<file path="src/rtl/pipe_ctrl_pkg.sv">
// Shared types and constants for the pipeline hazard controller.
//   state_t   : controller FSM state (RUN / MEM_WAIT / HALTED)
//   prio_t    : resolved hazard class for the current cycle, highest wins
//   NOP_INSTR : bubble instruction loaded by a flushed pipeline register
//   prio_sel  : priority encoder over the raw hazard conditions
package pipe_ctrl_pkg;

  typedef enum logic [1:0] {
    ST_RUN      = 2'd0,
    ST_MEM_WAIT = 2'd1,
    ST_HALTED   = 2'd2
  } state_t;

  // andi r0,r0,0
  localparam logic [31:0] NOP_INSTR = 32'h0340_0000;

  typedef enum logic [2:0] {
    PRIO_NONE     = 3'd0,
    PRIO_LOAD_USE = 3'd1,
    PRIO_REDIRECT = 3'd2,
    PRIO_FREEZE   = 3'd3,
    PRIO_HALT     = 3'd4
  } prio_t;

  function automatic prio_t prio_sel(input logic halt, input logic freeze,
                                     input logic mispredict, input logic load_use);
    if (halt)            return PRIO_HALT;
    else if (freeze)     return PRIO_FREEZE;
    else if (mispredict) return PRIO_REDIRECT;
    else if (load_use)   return PRIO_LOAD_USE;
    else                 return PRIO_NONE;
  endfunction

endpackage

</file>
<file path="src/rtl/pipe_hazard_ctrl_if.sv">
// Hazard bus between the pipeline datapath and the stall/flush scheduler.
//   master : pipeline side, drives hazard sources, receives stall/flush/redirect
//   slave  : scheduler side
interface pipe_hazard_ctrl_if;
  logic        ex_br_valid;
  logic [31:0] ex_pcadd4;
  logic [31:0] ex_br_target;
  logic        id_load_use;
  logic        mem_req;
  logic        mem_ready;
  logic        halt_req;

  logic        pc_stall;
  logic        pc_redirect;
  logic [31:0] pc_target;
  logic        if_id_stall, id_ex_stall, ex_mem_stall, mem_wb_stall;
  logic        if_id_flush, id_ex_flush, ex_mem_flush, mem_wb_flush;

  modport master (
    output ex_br_valid, ex_pcadd4, ex_br_target, id_load_use, mem_req, mem_ready, halt_req,
    input  pc_stall, pc_redirect, pc_target,
    input  if_id_stall, id_ex_stall, ex_mem_stall, mem_wb_stall,
    input  if_id_flush, id_ex_flush, ex_mem_flush, mem_wb_flush
  );

  modport slave (
    input  ex_br_valid, ex_pcadd4, ex_br_target, id_load_use, mem_req, mem_ready, halt_req,
    output pc_stall, pc_redirect, pc_target,
    output if_id_stall, id_ex_stall, ex_mem_stall, mem_wb_stall,
    output if_id_flush, id_ex_flush, ex_mem_flush, mem_wb_flush
  );
endinterface

</file>
<file path="src/rtl/sat_counter.sv">
// Saturating up-counter with synchronous clear.
//   clk : clock      clr : sync clear (wins over en)
//   en  : count      q   : value, sticks at all-ones
module sat_counter #(
  parameter int W = 32
) (
  input  logic         clk,
  input  logic         clr,
  input  logic         en,
  output logic [W-1:0] q
);
  always_ff @(posedge clk) begin
    if (clr)                 q <= '0;
    else if (en && ~&q)      q <= q + 1'b1;
  end
endmodule

</file>
<file path="src/rtl/pipe_hazard_ctrl.sv">
// Central stall/flush scheduler for the 5-stage pipeline.
//   clk, rst   : clock, synchronous active-high reset
//   hz         : hazard bus (slave) - hazard sources in, stall/flush/redirect out
//   halted     : pipeline stopped, left only through rst
//   mem_err    : sticky, data access exceeded MEM_TIMEOUT wait cycles
//   stall_cnt  : saturating count of pc_stall cycles outside HALTED
//   flush_cnt  : saturating count of redirects
module pipe_hazard_ctrl
  import pipe_ctrl_pkg::*;
#(
  parameter int CNT_W       = 32,
  parameter int MEM_TIMEOUT = 255
) (
  input  logic             clk,
  input  logic             rst,
  pipe_hazard_ctrl_if.slave hz,
  output logic             halted,
  output logic             mem_err,
  output logic [CNT_W-1:0] stall_cnt,
  output logic [CNT_W-1:0] flush_cnt
);

  localparam logic [15:0] WAIT_LAST = 16'(MEM_TIMEOUT - 1);

  state_t      state;
  logic [15:0] wcnt;
  logic        mispredict, freeze;
  prio_t       prio;

  assign mispredict = hz.ex_br_valid && (hz.ex_br_target != hz.ex_pcadd4);
  assign freeze     = hz.mem_req && !hz.mem_ready;
  // HALTED looks exactly like a halt request on the control outputs.
  assign prio       = prio_sel(state == ST_HALTED || hz.halt_req, freeze, mispredict,
                               hz.id_load_use);
  assign halted     = (state == ST_HALTED);
  assign hz.pc_target = hz.ex_br_target;

  always_comb begin
    hz.pc_stall     = 1'b0;
    hz.pc_redirect  = 1'b0;
    hz.if_id_stall  = 1'b0;
    hz.id_ex_stall  = 1'b0;
    hz.ex_mem_stall = 1'b0;
    hz.mem_wb_stall = 1'b0;
    hz.if_id_flush  = 1'b0;
    hz.id_ex_flush  = 1'b0;
    hz.ex_mem_flush = 1'b0;
    hz.mem_wb_flush = 1'b0;
    if (!rst) begin
      case (prio)
        PRIO_HALT: begin
          hz.pc_stall     = 1'b1;
          hz.if_id_stall  = 1'b1;
          hz.id_ex_stall  = 1'b1;
          hz.ex_mem_stall = 1'b1;
          hz.mem_wb_stall = 1'b1;
        end
        // Hold everything up to MEM; WB gets a bubble while the access is pending.
        PRIO_FREEZE: begin
          hz.pc_stall     = 1'b1;
          hz.if_id_stall  = 1'b1;
          hz.id_ex_stall  = 1'b1;
          hz.ex_mem_stall = 1'b1;
          hz.mem_wb_flush = 1'b1;
        end
        PRIO_REDIRECT: begin
          hz.pc_redirect  = 1'b1;
          hz.if_id_flush  = 1'b1;
          hz.id_ex_flush  = 1'b1;
        end
        PRIO_LOAD_USE: begin
          hz.pc_stall     = 1'b1;
          hz.if_id_stall  = 1'b1;
          hz.id_ex_flush  = 1'b1;
        end
        default: ;
      endcase
    end
  end

  always_ff @(posedge clk) begin
    if (rst) begin
      state   <= ST_RUN;
      wcnt    <= '0;
      mem_err <= 1'b0;
    end else begin
      case (state)
        ST_RUN: begin
          if (hz.halt_req) state <= ST_HALTED;
          else if (freeze) begin
            state <= ST_MEM_WAIT;
            wcnt  <= '0;
          end
        end
        ST_MEM_WAIT: begin
          if (hz.halt_req) state <= ST_HALTED;
          else if (freeze) begin
            if (wcnt == WAIT_LAST) begin
              mem_err <= 1'b1;
              state   <= ST_HALTED;
            end else begin
              wcnt <= wcnt + 16'd1;
            end
          end else begin
            state <= ST_RUN;
            wcnt  <= '0;
          end
        end
        // HALTED and the unused encoding both park in HALTED.
        default: state <= ST_HALTED;
      endcase
    end
  end

  sat_counter #(.W(CNT_W)) u_stall_cnt (
    .clk (clk),
    .clr (rst),
    .en  (hz.pc_stall && state != ST_HALTED),
    .q   (stall_cnt)
  );

  sat_counter #(.W(CNT_W)) u_flush_cnt (
    .clk (clk),
    .clr (rst),
    .en  (hz.pc_redirect),
    .q   (flush_cnt)
  );

endmodule

</file>
<file path="src/flat_wrapper.sv">
// flat-port wrapper written by rule: the top's interface ports become plain ports
module pipe_hazard_ctrl_flat import pipe_ctrl_pkg::*;
#(
  parameter int CNT_W       = 32,
  parameter int MEM_TIMEOUT = 255
)
  (clk, rst, halted, mem_err, stall_cnt, flush_cnt, hz_ex_br_valid, hz_ex_pcadd4, hz_ex_br_target, hz_id_load_use, hz_mem_req, hz_mem_ready, hz_halt_req, hz_pc_stall, hz_pc_redirect, hz_pc_target, hz_if_id_stall, hz_id_ex_stall, hz_ex_mem_stall, hz_mem_wb_stall, hz_if_id_flush, hz_id_ex_flush, hz_ex_mem_flush, hz_mem_wb_flush);
  pipe_hazard_ctrl_if hz_i ();
  input  logic clk;
  input  logic rst;
  output logic halted;
  output logic mem_err;
  output logic [CNT_W-1:0] stall_cnt;
  output logic [CNT_W-1:0] flush_cnt;
  input wire logic [$bits(hz_i.ex_br_valid)-1:0] hz_ex_br_valid;
  input wire logic [$bits(hz_i.ex_pcadd4)-1:0] hz_ex_pcadd4;
  input wire logic [$bits(hz_i.ex_br_target)-1:0] hz_ex_br_target;
  input wire logic [$bits(hz_i.id_load_use)-1:0] hz_id_load_use;
  input wire logic [$bits(hz_i.mem_req)-1:0] hz_mem_req;
  input wire logic [$bits(hz_i.mem_ready)-1:0] hz_mem_ready;
  input wire logic [$bits(hz_i.halt_req)-1:0] hz_halt_req;
  output wire logic [$bits(hz_i.pc_stall)-1:0] hz_pc_stall;
  output wire logic [$bits(hz_i.pc_redirect)-1:0] hz_pc_redirect;
  output wire logic [$bits(hz_i.pc_target)-1:0] hz_pc_target;
  output wire logic [$bits(hz_i.if_id_stall)-1:0] hz_if_id_stall;
  output wire logic [$bits(hz_i.id_ex_stall)-1:0] hz_id_ex_stall;
  output wire logic [$bits(hz_i.ex_mem_stall)-1:0] hz_ex_mem_stall;
  output wire logic [$bits(hz_i.mem_wb_stall)-1:0] hz_mem_wb_stall;
  output wire logic [$bits(hz_i.if_id_flush)-1:0] hz_if_id_flush;
  output wire logic [$bits(hz_i.id_ex_flush)-1:0] hz_id_ex_flush;
  output wire logic [$bits(hz_i.ex_mem_flush)-1:0] hz_ex_mem_flush;
  output wire logic [$bits(hz_i.mem_wb_flush)-1:0] hz_mem_wb_flush;
  assign hz_i.ex_br_valid = hz_ex_br_valid;
  assign hz_i.ex_pcadd4 = hz_ex_pcadd4;
  assign hz_i.ex_br_target = hz_ex_br_target;
  assign hz_i.id_load_use = hz_id_load_use;
  assign hz_i.mem_req = hz_mem_req;
  assign hz_i.mem_ready = hz_mem_ready;
  assign hz_i.halt_req = hz_halt_req;
  assign hz_pc_stall = hz_i.pc_stall;
  assign hz_pc_redirect = hz_i.pc_redirect;
  assign hz_pc_target = hz_i.pc_target;
  assign hz_if_id_stall = hz_i.if_id_stall;
  assign hz_id_ex_stall = hz_i.id_ex_stall;
  assign hz_ex_mem_stall = hz_i.ex_mem_stall;
  assign hz_mem_wb_stall = hz_i.mem_wb_stall;
  assign hz_if_id_flush = hz_i.if_id_flush;
  assign hz_id_ex_flush = hz_i.id_ex_flush;
  assign hz_ex_mem_flush = hz_i.ex_mem_flush;
  assign hz_mem_wb_flush = hz_i.mem_wb_flush;
  pipe_hazard_ctrl #(.CNT_W(CNT_W), .MEM_TIMEOUT(MEM_TIMEOUT)) u_core (.clk(clk), .rst(rst), .hz(hz_i), .halted(halted), .mem_err(mem_err), .stall_cnt(stall_cnt), .flush_cnt(flush_cnt));
endmodule
</file>
<file path="config.mk">
export PLATFORM = sky130hd
export DESIGN_NAME = pipe_hazard_ctrl_flat
export DESIGN_NICKNAME = d
export VERILOG_FILES = /design/src/rtl/pipe_ctrl_pkg.sv /design/src/rtl/pipe_hazard_ctrl_if.sv /design/src/rtl/sat_counter.sv /design/src/rtl/pipe_hazard_ctrl.sv /design/src/flat_wrapper.sv
export SDC_FILE = /design/constraint.sdc
export NUM_CORES = 1
export LEC_CHECK = 0
export CAP_MARGIN = 20
export CORE_MARGIN = 2
export CORE_UTILIZATION = 46
export CTS_CLUSTER_DIAMETER = 100
export CTS_CLUSTER_SIZE = 28
export DETAILED_ROUTE_END_ITERATION = 8
export GPL_TIMING_DRIVEN = 0
export PLACE_DENSITY = 0.81
export SLEW_MARGIN = 30
export SYNTH_ARGS = -nofsm -noshare
export SYNTH_HDL_FRONTEND = slang
export SYNTH_HIERARCHICAL = 1
export SYNTH_SLANG_ARGS = --single-unit
</file>
<file path="constraint.sdc">
create_clock -name clk -period 3.5 [get_ports clk]
set_input_delay 0.7 -clock clk [delete_from_list [all_inputs] [get_ports clk]]
set_output_delay 0.7 -clock clk [all_outputs]
set_load 0.01 [all_outputs]
</file>
==> results of run 1 <==
per-stage QoR:
| step | setup TNS, ps | cells | power (W) | setup WS (ps) |
|---|---|---|---|---|
| global route | -46.3 | 935 | 0.00219 | -13.7 |
| CTS | 0 | 933 | 0.00212 | 42.7 |
| finish | 0 | 935 | 0.00211 | 96.9 |
| floorplan | 0 | 598 | 0.00110 | 474 |
| detailed placement | -18680 | 914 | 0.00128 | -719 |
| global placement | -16220 | 914 | 0.00127 | -706 |
sequential cells by signal (all words and copies together) (netlist names):
name                  flops
u_core/mem_err            1
u_core/wcnt              16
u_core/u_flush_cnt/q     32
u_core/state              2
u_core/u_stall_cnt/q     32
path summary, 6_finish.rpt:
path | endpoint | slack [ps] | cells after the start | from
hold reg to reg | u_core/mem_err | 480 | 1 | u_core/mem_err
setup reg to reg | u_core/u_flush_cnt/q[26] | 710 | 11 | u_core/state[1]
setup / recovery | u_core/u_stall_cnt/q[28] | 100 | 12 | hz_ex_br_target[24]
hold / removal | u_core/mem_err | 480 | 1 | u_core/mem_err
final cells by class:
| cell class | count | area, sq um | share of cell area, % |
|---|---|---|---|
| multi-input combinational | 444 | 3150 | 42.0 |
| timing repair buffer | 181 | 1790 | 23.9 |
| sequential | 83 | 1660 | 22.1 |
| buffer | 61 | 423 | 5.63 |
| clock buffer | 12 | 236 | 3.15 |
| tap | 140 | 175 | 2.33 |
| inverter | 10 | 37.5 | 0.500 |
| clock inverter | 4 | 27.5 | 0.367 |
routing by layer:
metal | GRT usage, % | routed length (um) | up-vias
li1 | - | - | 2549
met4 | 8.30 | 313 | 0
met2 | 43.7 | 7570 | 175
met1 | 28.2 | 6070 | 2450
met5 | 0 | 0 | -
met3 | 4.29 | 844 | 24
worst max-delay path, stage by stage:
cell and delay, ps:
clkdlybuf4s50_1 520, xnor2_2 140, nand4_1 180, nor4_4 370, nand2_2 130, buf_4 160
a31oi_4 310, and4_4 320, nand4_4 200, nor4b_2 330, xnor2_1 160, nor2_1 60
synth_stat cells (all sizes together), types with 7 or more instances:
master,number,share of area [%]
nand4,29,5.0
nand2,33,2.5
clkbuf,10,0.72
or4,7,1.0
buf,51,7.4
o21ai,40,3.9
xor2,9,1.5
xnor2,55,9.3
and2,9,1.1
and3,9,1.1
inv,10,0.72
o31ai,11,2.1
and4,19,3.4
nor2,44,3.7
a21oi,50,4.8
nor3,10,0.96
nand3,24,2.5
dfxtp,83,32
or3,41,4.9
logic make-up after synthesis:
group | count (synthesis) | synth area share [%]
buf+inv | 71 | 8.85
fa+ha+maj | 4 | 0.962
compound gates | 130 | 17.6
xor+xnor | 64 | 10.8
simple gates | 245 | 29.8
other cells | 1 | 0.0721
flops | 83 | 31.9
timing repair:
action                     4_1_cts  5_1_grt
hold buffers                     0        0
setup endpoints to repair       32       12
pin swaps                        5        6
gates resized for setup         13        8
buffers inserted                 3        2
power by group through the flow:
| stage | Clock (W) | Sequential [W] | Combinational [W] |
|---|---|---|---|
| 2_1_floorplan | 0 | 0.000975 | 0.000128 |
| 3_3_place_gp | 0 | 0.000975 | 0.000296 |
| 3_5_place_dp | 0 | 0.000975 | 0.000302 |
| 4_1_cts | 0.000863 | 0.000954 | 0.000305 |
| 5_1_grt | 0.000904 | 0.000954 | 0.000327 |
| 6_report | 0.000849 | 0.000955 | 0.000306 |
==> key figures, run 1 <==
Status
  • Status: finished clean

Cells and area
  • Highest-count cells in the layout ignoring fill and taps: clkdlybuf4s50_1, dfxtp_1, xnor2_1
  • Final net count: 865
  • Post-route design area: 0.00751 sq mm
  • Commonest non-fill, non-tap cell in the layout: clkdlybuf4s50_1
  • Diode count: 0
  • Layout cells sized above 1: 15.5%
  • Synth-to-layout area growth: 44.3%
  • Filler cells: 853
  • Final cell utilization of the core: 68.7%

STA
  • Period utilization: 97.2%
  • # setup viols final: 0
  • WHS: 483 ps
  • Post-layout minimum cycle time: 3400 ps
  • Final Hold Violating Endpoints: 0
  • Fmax achieved: 0.294 GHz
  • Worst Skew: 11.9 ps
  • Worst-Margin Slew: 766 ps
  • Max Slew Vio Count: 0
  • Slew margin rel.: 49.0%

CTS
  • H-tree depth: 3
  • Clk_lat worst skew: 330 ps
  • Clock-pin slew on the worst setup and hold paths: 60 ps
  • Num CTS Buffers: 9
  • Root Driver: clkbuf_16
  • Clk sinks: 83
  • CTS max path bufs: 2
  • CTS tree: done

Placement
  • IO buf count: 176
  • RePlAce Congestion: 0.851
  • DP HPWL: 11,400 um
  • Placement Cell Area: 0.00714 sq mm

Synth
  • FFs w/ async S/R, synth: 0%
  • Commonest register cell after synthesis: dfxtp_1
  • Mapped Cells: 598
  • Yosys cell types: 61
  • Yosys warning total: 6
  • Post-Syn Area per Cell: 8.70 sq um
  • Count of state elements after synthesis: 83
  • Post-synthesis sequential area ratio: 31.9%
  • Syn_nets: 673
  • Synth Cell Area: 0.00520 sq mm
  • Post-synth EDFFs: 0

GRT
  • Grt total ovfl: 0
  • Antenna violations before repair: 0
  • First-pass GRT wire length: 23,300 um
  • Largest net degree at the start of global routing: 16
  • Vias in the first global route: 5,070
  • Gr usage total: 24.0%

Floorplanning
  • Ports: 179
  • Initial Util: 47.6%
  • DIE AREA: 0.0122 sq mm
  • Die height: 110 um
  • # rows: 38
  • Core region area: 0.0109 sq mm
  • Die X-Extent: 110 um

Route
  • Post-route antenna net violation count: 0
  • # DRC: 0
  • Iter 0 DRT Violations: 339
  • DR vias: 5,198
  • Detailed Routing Iterations Pass 1: 5
  • Drt wl/cell: 15.8 um
  • Avg Vias per Cell: 5.56
  • DRT Wirelength: 14,800 um

Power
  • Leak: 2.49 nW
  • Sw Pwr: 0.000496 W
  • Sequential share of power: 45.2%
  • Cell Int Power: 0.00161 W
  • Worst vdd ir: 0.000294 V
  • Clock share of power: 40.2%
  • PD cells: 281 mW/mm^2
  • Comb pwr share: 14.5%
  • Switching Share: 23.5%

Worst setup path
  • CP required: 3700 ps
  • Crit end category: register
  • CP Max Fanout: 8
  • Arr. time, crit path: 3600 ps
  • Startpoint types: input pin
  • Worst Setup Path Type: input pin to register

Flow run
  • Max_cap viols: 0

Worst hold path
  • Hold WC Path Type: register to register
(Power assumes the default switching activity.)
==> run 2, diff against run 1 <==
--- a/config.mk
+++ b/config.mk
@@ -12,6 +12,7 @@
 export CTS_CLUSTER_SIZE = 28
 export DETAILED_ROUTE_END_ITERATION = 8
 export GPL_TIMING_DRIVEN = 0
+export MAX_ROUTING_LAYER = met4
 export PLACE_DENSITY = 0.81
 export SLEW_MARGIN = 30
 export SYNTH_ARGS = -nofsm -noshare
==> run 2 against run 1 <==
  * Routed wire length fell by 0.36%
  * Global-route usage rose by 0.95 points
  * Largest cell class unchanged
  * Die area unchanged
  * Worst setup slack gained 4.3 ps
==> key figures, run 2 (same netlist as run 1, synthesis figures left out) <==
Route
  • Met1 WL: 5990 um (was 6070 um)
  • Drt wl/cell: 15.8 um (about the same)
  • Avg Vias per Cell: 5.61 (was 5.56)
  • DR vias: 5,232 (was 5,198)
  • # DRC: 0 (unchanged)
  • Post-route antenna net violation count: 0 (unchanged)
  • DRT Wirelength: 14,700 um (was 14,800 um)
  • WL met3: 897 um (was 844 um)
  • Iter 0 DRT Violations: 355 (was 339)
  • Detailed Routing Iterations Pass 1: 5 (unchanged)
  • Met2 WL: 7490 um (was 7570 um)
  • Top Metal Used: met4 (unchanged)

Worst setup path
  • CP delay by family, top: buffers and inverters (was simple AND/OR/NAND/NOR gates)
  • CP most frequent cell: buf_4
  • Worst path bufs/invs: 4 (was 2)
  • CP required: 2800 ps (was 3700 ps)
  • Crit end category: primary output (was register)
  • CP peak stage delay: 510 ps (was 520 ps)
  • Startpoint types: input pin (unchanged)
  • Reg2reg end: u_core/u_flush_cnt/q[26] (unchanged)
  • Worst r2r src: u_core/state[0] (was u_core/state[1])
  • Worst path cell trace: clkdlybuf4s50_1, xnor2_1, nand4_1, nor4_2, nand2_1, buf_4, and2_4, buf_4, dlygate4sd2_1 (was clkdlybuf4s50_1, xnor2_2, nand4_1, nor4_4, nand2_2, buf_4, a31oi_4, and4_4, nand4_4, nor4b_2, xnor2_1, nor2_1)
  • Worst Setup Path Type: input pin to primary output (was input pin to register)
  • CP Max Fanout: 3 (was 8)
  • Reg2Reg Depth: 12 (was 11)
  • R2r setup slk: 740 ps (was 710 ps)
  • Slowest stage cell, crit path: clkdlybuf4s50_1 (unchanged)
  • Arr. time, crit path: 2700 ps (was 3600 ps)

Cells and area
  • Final net count: 863 (was 865)
  • Commonest non-fill, non-tap cell in the layout: clkdlybuf4s50_1 (unchanged)
  • Top Registers: u_core/u_flush_cnt/q: 32 flops, u_core/u_stall_cnt/q: 32 flops, u_core/wcnt: 16 flops (unchanged)
  • Post-route design area: 0.00762 sq mm (was 0.00751 sq mm)
  • Highest-count cells in the layout ignoring fill and taps: clkdlybuf4s50_1, dfxtp_1, xnor2_1 (unchanged)
  • Synth-to-layout area growth: 46.4% (was 44.3%)
  • Layout cells sized above 1: 15.1% (was 15.5%)
  • Multi-input logic area: 0.00313 sq mm (was 0.00315 sq mm)
  • Diode count: 0 (unchanged)
  • Filler cells: 871 (was 853)
  • FF+latch area: 0.00166 sq mm (unchanged)

STA
  • Post-layout minimum cycle time: 3400 ps (about the same)
  • Worst-Margin Slew: 725 ps (was 766 ps)
  • Fmax achieved: 0.294 GHz (about the same)
  • Max Slew Vio Count: 0 (unchanged)
  • RSZ-0062 raised after global routing: false
  • Slew margin rel.: 51.6% (was 49.0%)
  • # setup viols final: 0 (unchanged)
  • Setup TNS: 0 ps (unchanged)
  • Worst Skew: 7.88 ps (was 11.9 ps)
  • Period utilization: 97.1% (was 97.2%)
  • Final Hold Violating Endpoints: 0 (unchanged)

Placement
  • Placement Cell Area: 0.00714 sq mm (unchanged)
  • RePlAce Congestion: 0.878 (was 0.851)
  • IO buf count: 176 (unchanged)
  • DP HPWL: 11,200 um (was 11,400 um)

Flow run
  • Max_cap viols: 0 (unchanged)

CTS
  • Clock-pin slew on the worst setup and hold paths: 60 ps (about the same)
  • Clk_lat worst skew: 340 ps (was 330 ps)
  • CTS tree: done (unchanged)
  • Root Driver: clkbuf_16 (unchanged)
  • Num CTS Buffers: 9 (unchanged)
  • CTS max path bufs: 2 (unchanged)
  • Clk sinks: 83 (unchanged)
  • H-tree depth: 3 (unchanged)

GRT
  • Antenna violations before repair: 0 (unchanged)
  • First-pass GRT wire length: 23,200 um (was 23,300 um)
  • Vias in the first global route: 5,041 (was 5,070)
  • Largest net degree at the start of global routing: 16 (unchanged)
  • Grt total ovfl: 0 (unchanged)
  • Gr usage total: 25.0% (was 24.0%)

Worst hold path
  • Hold_sp: u_core/mem_err (unchanged)
  • Hold WC Path Type: register to register (unchanged)
  • Hold path endpoint: u_core/mem_err (unchanged)
  • Hold Path Cell Cnt: 1 (unchanged)

Power
  • Worst vdd ir: 0.000340 V (was 0.000294 V)
  • PD cells: 330 mW/mm^2 (was 281 mW/mm^2)
  • Leak: 2.58 nW (was 2.49 nW)

Floorplanning
  • # rows: 38 (unchanged)
  • Core region area: 0.0109 sq mm (unchanged)
  • DIE AREA: 0.0122 sq mm (unchanged)
  • Die height: 110 um (unchanged)
  • Ports: 179 (unchanged)
  • Die X-Extent: 110 um (unchanged)
  • Initial Util: 47.6% (unchanged)

Status
  • Status: finished clean (unchanged)
==> run 2: cell types whose count changed in the layout (fill, tap and decap cells not counted), sizes merged <==
cell,delta
bufinv,+5
clkinv,-1
clkdlybuf4s50,-2
dlygate4sd2,-2
dlymetal6s2s,+4
inv,+1
clkinvlp,-3
buf,-2
clkbuf,-2
==> run 2: repair_timing <==
action | CTS | global route
setup buffers | 3 | 0
gates cloned | 0 | 0
endpoints found under the setup margin | 31 | 4
hold buffers | 0 | 0
pin swaps | 4 | 2
gates resized for setup | 10 | 9
==> run 2: metrics by stage <==
stage / hold WS (ps) / setup WS [ps] / util [%] / instances / power [W]
floorplan: 449 / 474 / - / 598 / 0.00110
global placement: 466 / -691 / 65.3 / 914 / 0.00127
detailed placement: 477 / -762 / 65.3 / 914 / 0.00128
CTS: 491 / 28.0 / 69.4 / 933 / 0.00253
global route: 508 / 19.4 / 69.7 / 933 / 0.00260
finish: 490 / 101 / 69.7 / 933 / 0.00252
==> run 2: worst max-delay path by stage <==
stage                   startpoint                        to  depth (start not counted)
2_1_floorplan      hz_ex_pcadd4[9]  u_core/u_stall_cnt/q[26]                         10
3_3_place_gp   hz_ex_br_target[24]  u_core/u_stall_cnt/q[26]                         11
3_5_place_dp   hz_ex_br_target[24]  u_core/u_stall_cnt/q[26]                         11
4_1_cts         hz_ex_br_target[1]               hz_pc_stall                          9
5_1_grt        hz_ex_br_target[24]  u_core/u_stall_cnt/q[30]                         12
6_report        hz_ex_br_target[6]            hz_pc_redirect                          9
==> run 2: layer usage <==
metal	vias up	GRT usage, %
li1	2556	-
met1	2438	28.7
met2	208	42.6
met3	30	4.00
met4	0	11.6
met5	-	-
==> run 2: where the power goes <==
group / switching, W / internal (W)
Clock: 0.000395 / 0.000864
Combinational: 0.000120 / 0.000185
Sequential: 0.00000520 / 0.000949
==> run 2: area by class of cell <==
| class | count | area share (%) |
|---|---|---|
| repair buffers | 179 | 23.5 |
| inverters | 10 | 0.493 |
| well taps | 140 | 2.30 |
| clock buffers | 10 | 3.14 |
| flip-flops and latches | 83 | 21.8 |
| clock inverters | 6 | 2.09 |
| multi-input cells | 444 | 41.1 |
| plain buffers | 61 | 5.55 |
==> run 2: worst register-to-register path, cell delays in order, from the launching register on <==
cell and delay, ps:
dfxtp_1 320, buf_4 140, nor2b_1 110, or3_1 410, nor2_2 110, and2_1 160
and2_4 170, buf_4 160, and4_4 280, nand4_4 190, a2111oi_4 370, xnor2_1 150
nor2_1 50
